## src/rtl/mesi_request_sequencer.sv

```systemverilog
// Request sequencer for a direct-mapped L1: tag/MESI arrays, hit/miss classification and bus phases.
// Optional snoop-invalidate support is enabled with `define SNOOP_INV_EN.
module mesi_request_sequencer #(
  parameter int ADDR_W   = 32,
  parameter int INDEX_W  = 4,
  parameter int OFFSET_W = 4
) (
  input  logic              clk,
  input  logic              rst,
  input  logic              cpu_req_valid,
  input  logic              cpu_req_we,
  input  logic [ADDR_W-1:0] cpu_req_addr,
  output logic              cpu_req_ready,
  output logic              cpu_resp_valid,
  output logic              cpu_resp_hit,
  output logic              act_valid,
  output logic [1:0]        status_q,
  output logic [2:0]        read_write,
  input  logic [1:0]        status_n,
  input  logic              rden,
  output logic              fill_rden,
  output logic              bus_req,
  output logic [1:0]        bus_cmd,
  output logic [ADDR_W-1:0] bus_addr,
`ifdef SNOOP_INV_EN
  input  logic              snoop_valid,
  input  logic [ADDR_W-1:0] snoop_addr,
  input  logic              snoop_inv,
  output logic              snoop_hit,
`endif
  input  logic              bus_done,
  input  logic              bus_shared
);

  localparam int TAG_W = ADDR_W - INDEX_W - OFFSET_W;
  localparam int LINES = 1 << INDEX_W;

  localparam logic [1:0] ST_I = 2'b00;
  localparam logic [1:0] ST_M = 2'b01;
  localparam logic [1:0] ST_S = 2'b10;

  localparam logic [1:0] CMD_RD   = 2'b00;
  localparam logic [1:0] CMD_RDX  = 2'b01;
  localparam logic [1:0] CMD_UPGR = 2'b10;
  localparam logic [1:0] CMD_WB   = 2'b11;

  typedef enum logic [2:0] {S_IDLE, S_LOOKUP, S_WB, S_FILL, S_ACT, S_RESP} fsm_t;
  fsm_t state_reg, state_next;

  logic [1:0]       mesi_arr [LINES];
  logic [TAG_W-1:0] tag_arr  [LINES];

  logic [TAG_W-1:0]   req_tag_reg, victim_tag_reg;
  logic [INDEX_W-1:0] req_idx_reg;
  logic               req_we_reg, hit_reg, bus_used_reg, shared_reg, fill_rden_reg;
  logic [1:0]         line_state_reg, cmd_reg;

  logic [1:0]       cur_state;
  logic [TAG_W-1:0] cur_tag;
  logic             lk_hit, lk_direct, lk_wb;
  logic             replay, act_fire;
  logic [INDEX_W-1:0] snp_idx;
  logic             snp_upd;
  logic [1:0]       snp_state;
  logic [LINES-1:0] line_act_we, line_snp_we;
  logic             unused_offset_bits;

  assign cur_state = mesi_arr[req_idx_reg];
  assign cur_tag   = tag_arr[req_idx_reg];
  assign lk_hit    = (cur_tag == req_tag_reg) && (cur_state != ST_I);
  // Loads hit in any valid state; stores only proceed directly from M or E (bit0 set).
  assign lk_direct = lk_hit && (!req_we_reg || cur_state[0]);
  assign lk_wb     = !lk_hit && (cur_state == ST_M);

`ifdef SNOOP_INV_EN
  logic [TAG_W-1:0] snp_tag;
  logic [1:0]       snp_cur;
  logic             snp_match, snoop_hit_reg;

  assign snp_idx   = snoop_addr[OFFSET_W +: INDEX_W];
  assign snp_tag   = snoop_addr[ADDR_W-1 -: TAG_W];
  assign snp_cur   = mesi_arr[snp_idx];
  assign snp_match = snoop_valid && (tag_arr[snp_idx] == snp_tag) && (snp_cur != ST_I);
  assign snp_upd   = snp_match && (snoop_inv || snp_cur[0]);
  assign snp_state = snoop_inv ? ST_I : ST_S;
  assign replay    = snoop_valid && (snp_idx == req_idx_reg) &&
                     ((state_reg == S_LOOKUP) || (state_reg == S_ACT));
  assign snoop_hit = snoop_hit_reg;
  assign unused_offset_bits = ^{cpu_req_addr[OFFSET_W-1:0], snoop_addr[OFFSET_W-1:0]};

  always_ff @(posedge clk or posedge rst) begin
    if (rst) snoop_hit_reg <= 1'b0;
    else     snoop_hit_reg <= snp_match;
  end
`else
  assign snp_idx   = '0;
  assign snp_upd   = 1'b0;
  assign snp_state = ST_I;
  assign replay    = 1'b0;
  assign unused_offset_bits = ^cpu_req_addr[OFFSET_W-1:0];
`endif

  assign act_fire = (state_reg == S_ACT) && !replay;

  generate
    for (genvar gi = 0; gi < LINES; gi++) begin : g_line_we
      assign line_act_we[gi] = act_fire && (req_idx_reg == INDEX_W'(gi));
      assign line_snp_we[gi] = snp_upd && (snp_idx == INDEX_W'(gi));
    end
  endgenerate

  // Snoop write comes last so it wins; a same-index snoop in ACT already suppressed the ACT write.
  always_ff @(posedge clk or posedge rst) begin
    if (rst) begin
      for (int i = 0; i < LINES; i++) begin
        mesi_arr[i] <= ST_I;
        tag_arr[i]  <= '0;
      end
    end else begin
      for (int i = 0; i < LINES; i++) begin
        if (line_act_we[i]) begin
          mesi_arr[i] <= status_n;
          tag_arr[i]  <= req_tag_reg;
        end
        if (line_snp_we[i]) mesi_arr[i] <= snp_state;
      end
    end
  end

  always_ff @(posedge clk or posedge rst) begin
    if (rst) state_reg <= S_IDLE;
    else     state_reg <= state_next;
  end

  always_comb begin
    state_next = state_reg;
    case (state_reg)
      S_IDLE:   if (cpu_req_valid) state_next = S_LOOKUP;
      S_LOOKUP: begin
        if (replay)         state_next = S_LOOKUP;
        else if (lk_direct) state_next = S_ACT;
        else if (lk_wb)     state_next = S_WB;
        else                state_next = S_FILL;
      end
      S_WB:     if (bus_done) state_next = S_FILL;
      S_FILL:   if (bus_done) state_next = S_ACT;
      S_ACT:    state_next = replay ? S_LOOKUP : S_RESP;
      S_RESP:   state_next = S_IDLE;
      default:  state_next = S_IDLE;
    endcase
  end

  always_ff @(posedge clk or posedge rst) begin
    if (rst) begin
      req_tag_reg    <= '0;
      req_idx_reg    <= '0;
      req_we_reg     <= 1'b0;
      hit_reg        <= 1'b0;
      bus_used_reg   <= 1'b0;
      line_state_reg <= ST_I;
      victim_tag_reg <= '0;
      cmd_reg        <= CMD_RD;
      shared_reg     <= 1'b0;
      fill_rden_reg  <= 1'b0;
    end else begin
      fill_rden_reg <= act_fire && rden;
      case (state_reg)
        S_IDLE: if (cpu_req_valid) begin
          req_tag_reg <= cpu_req_addr[ADDR_W-1 -: TAG_W];
          req_idx_reg <= cpu_req_addr[OFFSET_W +: INDEX_W];
          req_we_reg  <= cpu_req_we;
        end
        S_LOOKUP: begin
          hit_reg        <= lk_hit;
          bus_used_reg   <= !lk_direct;
          line_state_reg <= cur_state;
          victim_tag_reg <= cur_tag;
          cmd_reg        <= lk_hit ? CMD_UPGR : (req_we_reg ? CMD_RDX : CMD_RD);
          shared_reg     <= 1'b0;
        end
        S_FILL: if (bus_done) shared_reg <= bus_shared;
        default: ;
      endcase
    end
  end

  always_comb begin
    cpu_req_ready  = (state_reg == S_IDLE);
    cpu_resp_valid = (state_reg == S_RESP);
    cpu_resp_hit   = (state_reg == S_RESP) && hit_reg && !bus_used_reg;
    act_valid      = act_fire;
    status_q       = ST_I;
    read_write     = 3'b000;
    if (act_fire) begin
      status_q = hit_reg ? line_state_reg : ST_I;
      if (req_we_reg)      read_write = hit_reg ? 3'b000 : 3'b010;
      else if (hit_reg)    read_write = 3'b001;
      else                 read_write = shared_reg ? 3'b100 : 3'b011;
    end
    fill_rden = fill_rden_reg;
    bus_req   = (state_reg == S_WB) || (state_reg == S_FILL);
    bus_cmd   = (state_reg == S_WB) ? CMD_WB : cmd_reg;
    bus_addr  = (state_reg == S_WB) ? {victim_tag_reg, req_idx_reg, {OFFSET_W{1'b0}}}
                                    : {req_tag_reg, req_idx_reg, {OFFSET_W{1'b0}}};
  end

endmodule

```

## config.mk

```make
export PLATFORM = sky130hd
export DESIGN_NAME = mesi_request_sequencer
export DESIGN_NICKNAME = d
export VERILOG_FILES = /design/src/rtl/mesi_request_sequencer.sv
export SDC_FILE = /design/constraint.sdc
export NUM_CORES = 1
export LEC_CHECK = 0
export BUFFER_PORTS_ARGS = -buffer_cell sky130_fd_sc_hd__buf_4
export CORE_MARGIN = 2
export CORE_UTILIZATION = 35
export CTS_CLUSTER_SIZE = 40
export DETAILED_ROUTE_END_ITERATION = 10
export GPL_TIMING_DRIVEN = 0
export HOLD_SLACK_MARGIN = 0.03
export SLEW_MARGIN = 20
export SYNTH_ARGS = -nofsm -noshare
export SYNTH_HDL_FRONTEND = slang
export SYNTH_SLANG_ARGS = --single-unit
```

## constraint.sdc

```tcl
create_clock -name clk -period 29.5 [get_ports clk]
set_clock_uncertainty 0.2 [all_clocks]
set_input_delay 2.95 -clock clk [delete_from_list [all_inputs] [get_ports clk]]
set_output_delay 2.95 -clock clk [all_outputs]
set_load 0.01 [all_outputs]
```

* Yosys cells after proc, flatten, opt, wreduce, memory -nomap -nowiden *
Cells that the tools add are included.

operators by class
  muxes and demuxes = 25
  bitwise logic cells = 1
  reduce and logical (&&, ||, !) cells = 35
  equal/unequal tests = 25
  magnitude comparators = 1

operators with widths
  operator                                                          number
  24-bit binary-select mux with 4-bit select                        1
  24-bit 2-to-1 mux                                                 2
  4-bit == test (second input constant)                             8
  32-bit 2-to-1 mux                                                 1
  24-bit == test                                                    1
  3-bit 2-to-1 mux                                                  8
  1-bit logical AND                                                 22
  4-bit by 3-bit == test with 1-bit output (second input constant)  4
  3-bit case mux with 5 select lines                                1
  2-bit 2-to-1 mux                                                  7
  2-bit binary-select mux with 4-bit select                         1
  4-bit by 2-bit == test with 1-bit output (second input constant)  2
  3-bit by 2-bit == test with 1-bit output (second input constant)  2
  3-bit == test (second input constant)                             2
  2-bit != test (second input constant)                             3
  5-bit >= comparator (second input constant)                       1
  4-bit inverter with 5-bit output                                  1
  4-bit by 1-bit == test with 1-bit output (second input constant)  1
  1-bit zero test                                                   4
  4-bit zero test                                                   1
  2-bit AND reduction                                               2
  2-bit nonzero test                                                2
  3-bit by 1-bit == test with 1-bit output (second input constant)  1
  3-bit zero test                                                   1
  5 further kinds                                                   8

word-level totals
  word-level logic and storage cells = 130
  register bits after elaboration = 480
  output and inout port bits = 45
  bits of input ports = 41

* Longest topological paths before layout *
Gate-level depths: netlist of run 1.

  word-level depth = 11
  depth in mapped cells = 14
  gate-level depth less buffers = 8

* Worst setup path before layout of run 1 *
No wires, ideal clock.

  path type = register -> output
  start point = register state_reg[2]
  end point = output port bus_addr[10]
  cell stages (with the launch flop) = 5
  data arrival time = 1.466 ns
  buffers on the path = 1
  data required time = 26.350 ns
  path slack = 24.884 ns
  cells stage by stage = dfrtp_1 nand2b_1 nor2_1 buf_1 mux2_2

on the way
  longest elaborated chain between the ends = 2

RTL lines
  item                                      RTL line  RTL
  from (decl)                               48        fsm_t state_reg, state_next;
  from (signal assigned)                    132       else state_reg <= state_next;
  3-bit by 2-bit == test with 1-bit output  203       bus_addr = (state_reg == S_WB) ? {victim_tag_reg, req_idx_reg, {OFFSET_W{1'b0}}}
  32-bit 2-to-1 mux                         203
  to (decl)                                 24        output logic [ADDR_W-1:0] bus_addr,

No other way between the ends.

* Worst setup path in the final report of run 1 *
  start point = register state_reg[2]
  end point = output port bus_addr[28]

Same word-level chain as after synthesis.

==> impl_metrics.csv, run 1 <==
group,metric,value,unit
final_layout,nFillCells,5860,
sta,fmax,0.173,GHz
critical_path,max_stage_delay,560,ps
detailed_routing,drtAntennaViolNets,0,
synthesis,ys_types,58,
grt,grt_pass1_vias,15000,
sta,finalCritPeriodShare,19.6,%
place,post-dp-hpwl,48.9,mm
worst_hold_path,holdCritPathClass,"flop to flop",
floorplan,die_area,65600,um2
critical_path,crit_buf_inv,2,
grt,grt-ovfl-total,0,
sta,slew_headroom,21.0,%
synthesis,synth-edff-count,0,
power_and_ir_drop,ir_drop,0.0416,mV
critical_path,reg2reg_slack,23930,ps
detailed_routing,num_vias,14500,
worst_hold_path,hold_path_depth,2,
grt,grt_max_degree,98,
sta,final_max_slew_viol_count,0,
synthesis,synth_seq_cells,479,
floorplan,dieWidth,256,um
detailed_routing,drt-initial-drc-count,1166,
critical_path,end_kind,"output pin",
clock_tree,hold_buffers,0,
final_layout,n_antenna_cell,0,
sta,hold_viol_final,0,
final_layout,fin_cells,2635,
place,dp_cells,2545,
critical_path,critPathKind,"flop to output pin",
clock_tree,cts_tree,"yes",
sta,setup_viol,0,
place,gp_congestion,0.915,
power_and_ir_drop,power_leakage,0.0121,uW
sta,finalCriticalPeriod,5770,ps
clock_tree,cts_buffer_depth,3,
critical_path,crit_fanout,10,
clock_tree,clock-sinks,479,
floorplan,die_h,256,um
critical_path,crit_slowest_cell,"buf_2",
clock_tree,postCtsSetupBuffers,0,
final_layout,largest_reg_flops,384,
detailed_routing,wl,72.2,mm
place,port_buffers,77,
power_and_ir_drop,p_per_area,111,nW/um2
critical_path,arrival,2620,ps
detailed_routing,drt-pass1-iter-count,5,
critical_path,worstSetupEndpoint,"bus_addr[28]",
synthesis,ys_seq_area_share,53.8,%
run_status,status,"finished clean",
critical_path,path_depth,5,
floorplan,start_util,35.4,%
final_layout,final_common_cell,"dfrtp_1",
synthesis,synthCells,1612,
synthesis,synth_area,22300,um2
final_layout,regMostFlops,"tag_arr",
critical_path,r2r_end,"state_reg[0]",
final_layout,regArea,12000,um2
detailed_routing,drc_errors,0,
sta,rsz0062_at_grt,"no",
synthesis,syn_avg_cell_area,13.8,um2
critical_path,critPathLaunchType,"flop",
sta,setup_tns,0,ps
critical_path,crit_path_start,"state_reg[2]",
critical_path,crit_family,"buffers and inverters",
grt,grt_usage,22.0,%
detailed_routing,routedWlPerCell,27.4,um
clock_tree,cts_buffers,50,
final_layout,largest_registers,"tag_arr x384, mesi_arr x32",
clock_tree,root_buffer,"clkbuf_16",
synthesis,ys.flop_type,"dfrtp_1",
grt,grt_pass1_wl,105,mm
clock_tree,path_clk_slew,60,ps
final_layout,drive_gt1_share,41.9,%
grt,antenna_found_initial,0,
critical_path,path_cells,"nand2b_1 -> nor2_1 -> buf_2 -> mux2_2 -> buf_4",
final_layout,multi_input_area,9580,um2
sta,holdWs,267,ps
flow_run,maxCapViolations,0,
floorplan,core,63000,um2
final_layout,syn_to_final_growth,15.6,%
synthesis,synthArstFlopShare,100,%
clock_tree,cts_max_level,2,
final_layout,layout_common_cells,"479 x dfrtp_1, 437 x mux2_2, 120 x nand2_1",
critical_path,required,26350,ps
floorplan,fp-row-count,92,
critical_path,r2r_cells,12,
sta,max_slew.worst_pin.slew,1180,ps
critical_path,r2r-start,"req_idx_reg[3]",
detailed_routing,via_per_inst,5.48,
synthesis,synth_warnings,0,
clock_tree,post_cts_resized,0,
floorplan,pin_count,86,
clock_tree,insertion_delay,600,ps
final_layout,nets,1792,
## per-layer routing
layer | vias to the layer above | track usage, % | wire length, um
met2 | 478 | 35.5 | 33900
met5 | - | 0 | 0
met3 | 124 | 3.86 | 4170
li1 | 6104 | - | -
met4 | 0 | 7.47 | 2630
met1 | 7746 | 30.0 | 31400
## cells in the mapped netlist, types with 10 or more instances
cell      instances  area (um2)
nor2_1           31         116
dfrtp_1         479       12000
nand2b_1         13        81.3
buf_1            10        37.5
mux2_2          437        4920
clkbuf_1         94         353
nor3_1           14        70.1
buf_2            30         150
xnor2_1          18         158
o22ai_1          17         106
mux2i_1          41         410
nor2b_1          10        62.6
nand2_1         120         450
mux4_2           85        1910
o21ai_0          75         375
## where the power goes
| part | total (uW) | internal [uW] | switching [uW] |
|---|---|---|---|
| Sequential | 1010 | 887 | 123 |
| Clock | 638 | 374 | 264 |
| Combinational | 1200 | 503 | 700 |
| Total | 2850 | 1760 | 1090 |
## metrics by stage
step / setup WS [ps] / util [%] / power (uW) / instance area, um2
final: 23730 / 40.9 / 2850 / 25700
after global routing: 23650 / 40.9 / 2980 / 25700
after floorplan: 12990 / - / 1740 / 22300
after global placement: 8050 / 38.0 / 2170 / 23900
after CTS: 23410 / 40.9 / 2850 / 25700
after detailed placement: 23890 / 38.3 / 2210 / 24100
## worst register-to-register path, delay by kind of cell (launching register included)
kind                      cells  cell delay, ps
xor gates and xnor gates      1             150
AOI/OAI and AO/OA             4            1660
muxes                         2             750
DFF                           1             380
buffers and inverters         4            2040
and+or+nand+nor               1             290
## cell type report
type	instances	area share, %
clock buffer	79	5.83
timing repair buffer	84	2.88
buffer	148	2.71
multi-input combinational	978	37.2
clock inverter	11	0.520
tap	846	4.11
sequential	479	46.6
inverter	10	0.175
## worst min path at each step
stage,slack (ps),end,startpoint
CTS,270,victim_tag_reg[20],victim_tag_reg[20]
finish,270,victim_tag_reg[20],victim_tag_reg[20]
global placement,250,victim_tag_reg[10],victim_tag_reg[10]
global route,290,victim_tag_reg[1],victim_tag_reg[1]
floorplan,230,victim_tag_reg[14],victim_tag_reg[14]
detailed placement,250,victim_tag_reg[15],victim_tag_reg[15]
## logic make-up after synthesis
family	Yosys count	share of synthesized area [%]
other	1	0.0168
muxes	571	33.1
DFF	479	53.8
AOI/OAI and AO/OA	149	4.05
buffers and inverters	158	3.24
and+or+nand+nor	232	4.90
xor gates and xnor gates	22	0.866
Power figures use the tool's default switching activity.
==> inputs of run 2 (changes only) <==
Settings changed: ABC_AREA from default to 1.
Clock period 29.5 ns to 4.95 ns, I/O delays scaled along.
==> run 2 against run 1 <==
Against the previous run:
- utilization rose by 0.84 points
- cell area is 0.53% lower
- worst setup slack worse by 23000 ps
- clock-buffer cell count decreased by 8
- critical path type is now flop to flop
- largest power group unchanged
==> impl_metrics.csv, run 2 <==
group,metric,value,unit
run_status,status,"finished clean",
synthesis,yosys-top-cells-area,"dfrtp_1 56%, nand2_1 23%, o21ai_0 11%",
place,port_buffers,77,
clock_tree,cts_max_level,2,
sta,holdWs,66.3,ps
critical_path,end_kind,"flop",
detailed_routing,drt-pass1-iter-count,6,
final_layout,regMostFlops,"tag_arr",
clock_tree,post_cts_resized,0,
final_layout,layout_common_cells,"1302 x nand2_1, 479 x dfrtp_1, 456 x o21ai_0",
place,post-place-ws,1160,ps
synthesis,synth_top_family_by_area,"simple AND/OR/NAND/NOR gates",
synthesis,synthArstFlopShare,100,%
detailed_routing,routedWlPerCell,22.2,um
grt,antenna_found_initial,0,
sta,finalCritPeriodShare,80.8,%
synthesis,synth_adder_area_share,0,%
synthesis,syn_avg_cell_area,7.77,um2
detailed_routing,wl,84.3,mm
power_and_ir_drop,p_per_area,626,nW/um2
sta,slew_headroom,23.0,%
synthesis,ys_types,25,
detailed_routing,via_per_inst,5.35,
synthesis,synthXorXnorAreaFrac,0,%
grt,grt_pass1_wl,124,mm
clock_tree,insertion_delay,620,ps
power_and_ir_drop,power_leakage,0.0126,uW
critical_path,critPathLaunchType,"flop",
detailed_routing,drt-initial-drc-count,2247,
floorplan,dieWidth,252,um
detailed_routing,drc_errors,0,
place,post-dp-hpwl,60.4,mm
floorplan,start_util,35.2,%
clock_tree,clock-sinks,479,
sta,setup_viol,0,
final_layout,largest_reg_flops,384,
synthesis,synth_top_area_share,55.5,%
grt,grt_pass1_vias,18700,
sta,fmax,0.250,GHz
grt,grt_usage,26.5,%
synthesis,synth_area,21600,um2
synthesis,ys_seq_area_share,55.5,%
synthesis,synth_compound_area_share,13.6,%
critical_path,critPathKind,"flop to flop",
final_layout,n_antenna_cell,0,
final_layout,largest_registers,"tag_arr x384, mesi_arr x32",
synthesis,synth_warnings,0,
synthesis,synthCells,2778,
final_layout,syn_to_final_growth,18.6,%
synthesis,synth-edff-count,0,
sta,finalCriticalPeriod,4000,ps
critical_path,required,5210,ps
grt,grt_max_degree,34,
synthesis,synth_simple_gate_area_share,26.3,%
floorplan,fp-row-count,91,
clock_tree,cts_buffer_depth,3,
sta,rsz0062_at_grt,"no",
floorplan,pin_count,86,
power_and_ir_drop,power,16000,uW
detailed_routing,num_vias,20300,
final_layout,drive_gt1_share,7.42,%
clock_tree,cts_tree,"yes",
place,gp_congestion,0.908,
synthesis,ys.flop_type,"dfrtp_1",
flow_run,maxCapViolations,0,
sta,final_max_slew_viol_count,0,
final_layout,final_common_cell,"nand2_1",
critical_path,crit_fanout,10,
power_and_ir_drop,ir_drop,0.470,mV
sta,hold_viol_final,0,
sta,max_slew.worst_pin.slew,1160,ps
floorplan,die_h,252,um
floorplan,die_area,63700,um2
clock_tree,path_clk_slew,60,ps
synthesis,synth.most_common_cell,"nand2_1",
critical_path,arrival,4260,ps
final_layout,nFillCells,6274,
clock_tree,cts_buffers,51,
final_layout,nets,3003,
synthesis,yosys-top-cells-count,"1302 x nand2_1, 479 x dfrtp_1, 456 x o21ai_0, 149 x clkbuf_1, 113 x nor2_1",
grt,grt-ovfl-total,0,
synthesis,synth_top_area_cell,"dfrtp_1",
synthesis,synth.area.mux_share,0,%
sta,setup_ws,952,ps
worst_hold_path,holdCritPathClass,"input pin to flop",
detailed_routing,drtAntennaViolNets,0,
sta,setup_tns,0,ps
clock_tree,root_buffer,"clkbuf_16",
floorplan,core,61400,um2
final_layout,finish.utilization,41.7,%
synthesis,synth_seq_cells,479,
run 2: cell types whose count changed in the layout (fill, tap and decap cells not counted), sizes merged, moves of 41 or more:
cell / before / now
o21ai: 79 / 469
nand2: 120 / 1302
clkbuf: 174 / 220
nor2: 31 / 117
inv: 11 / 52
a21oi: 9 / 64
mux4: 87 / 0
mux2: 443 / 0
mux2i: 41 / 0
run 2: power breakdown:
| part | total, uW | switching [uW] | internal (uW) | leakage, uW |
|---|---|---|---|---|
| registers | 5740 | 691 | 5050 | 0.00627 |
| logic | 6200 | 4560 | 1640 | 0.00545 |
| clock network | 4100 | 1710 | 2390 | 0.000852 |
| total | 16000 | 6960 | 9080 | 0.0126 |
run 2: worst paths after layout:
| kind | from | to | slack [ps] | cells after the start |
|---|---|---|---|---|
| setup reg to reg | state_reg[1] | tag_arr[52] | 950 | 9 |
| hold reg to reg | tag_arr[140] | tag_arr[140] | 290 | 2 |
| max in group asynchronous | rst | tag_arr[101] | 2760 | 8 |
| setup / recovery | state_reg[1] | tag_arr[52] | 950 | 9 |
| hold / removal | status_n[0] | mesi_arr[22] | 70 | 3 |
| min in group asynchronous | rst | tag_arr[313] | 290 | 3 |
run 2: cell families after synthesis:
group | Yosys count
AOI/OAI and AO/OA | 569
buffers and inverters | 246
DFF | 479
other | 1
and+or+nand+nor | 1483
run 2: metal layers:
metal	routed length, um	track usage, %
met1	34600	35.8
met4	3560	10.8
met2	38400	42.0
met5	0	0.309
met3	7660	4.73
run 2: what timing repair did:
item,4_1_cts,5_1_grt
setup buffers,0,0
endpoints found under the hold margin,49,0
hold buffers,34,0
run 2: layout make-up:
type	instances	area, um2	share of cell area (%)
well taps	790	988	3.86
clock buffers	71	1430	5.59
multi-input cells	2056	8620	33.7
inverters	52	199	0.777
repair buffers	128	1270	4.97
clock inverters	24	317	1.24
flip-flops and latches	479	12000	46.8
plain buffers	194	788	3.08
run 2: critical path, stage by stage (launching register included):
cell	delay (ps)
dfrtp_1	420
nor2_1	100
inv_1	90
nor2_2	410
clkinv_1	460
nor3_1	940
nand2_1	470
clkbuf_1	500
nand2_1	140
o21ai_0	100
run 2: per-stage QoR:
| step | std cells | cell area (um2) |
|---|---|---|
| after global placement | 3648 | 23200 |
| after CTS | 3794 | 25600 |
| final | 3794 | 25600 |
| after floorplan | 2781 | 21600 |
| after global routing | 3794 | 25600 |
| after detailed placement | 3665 | 23500 |
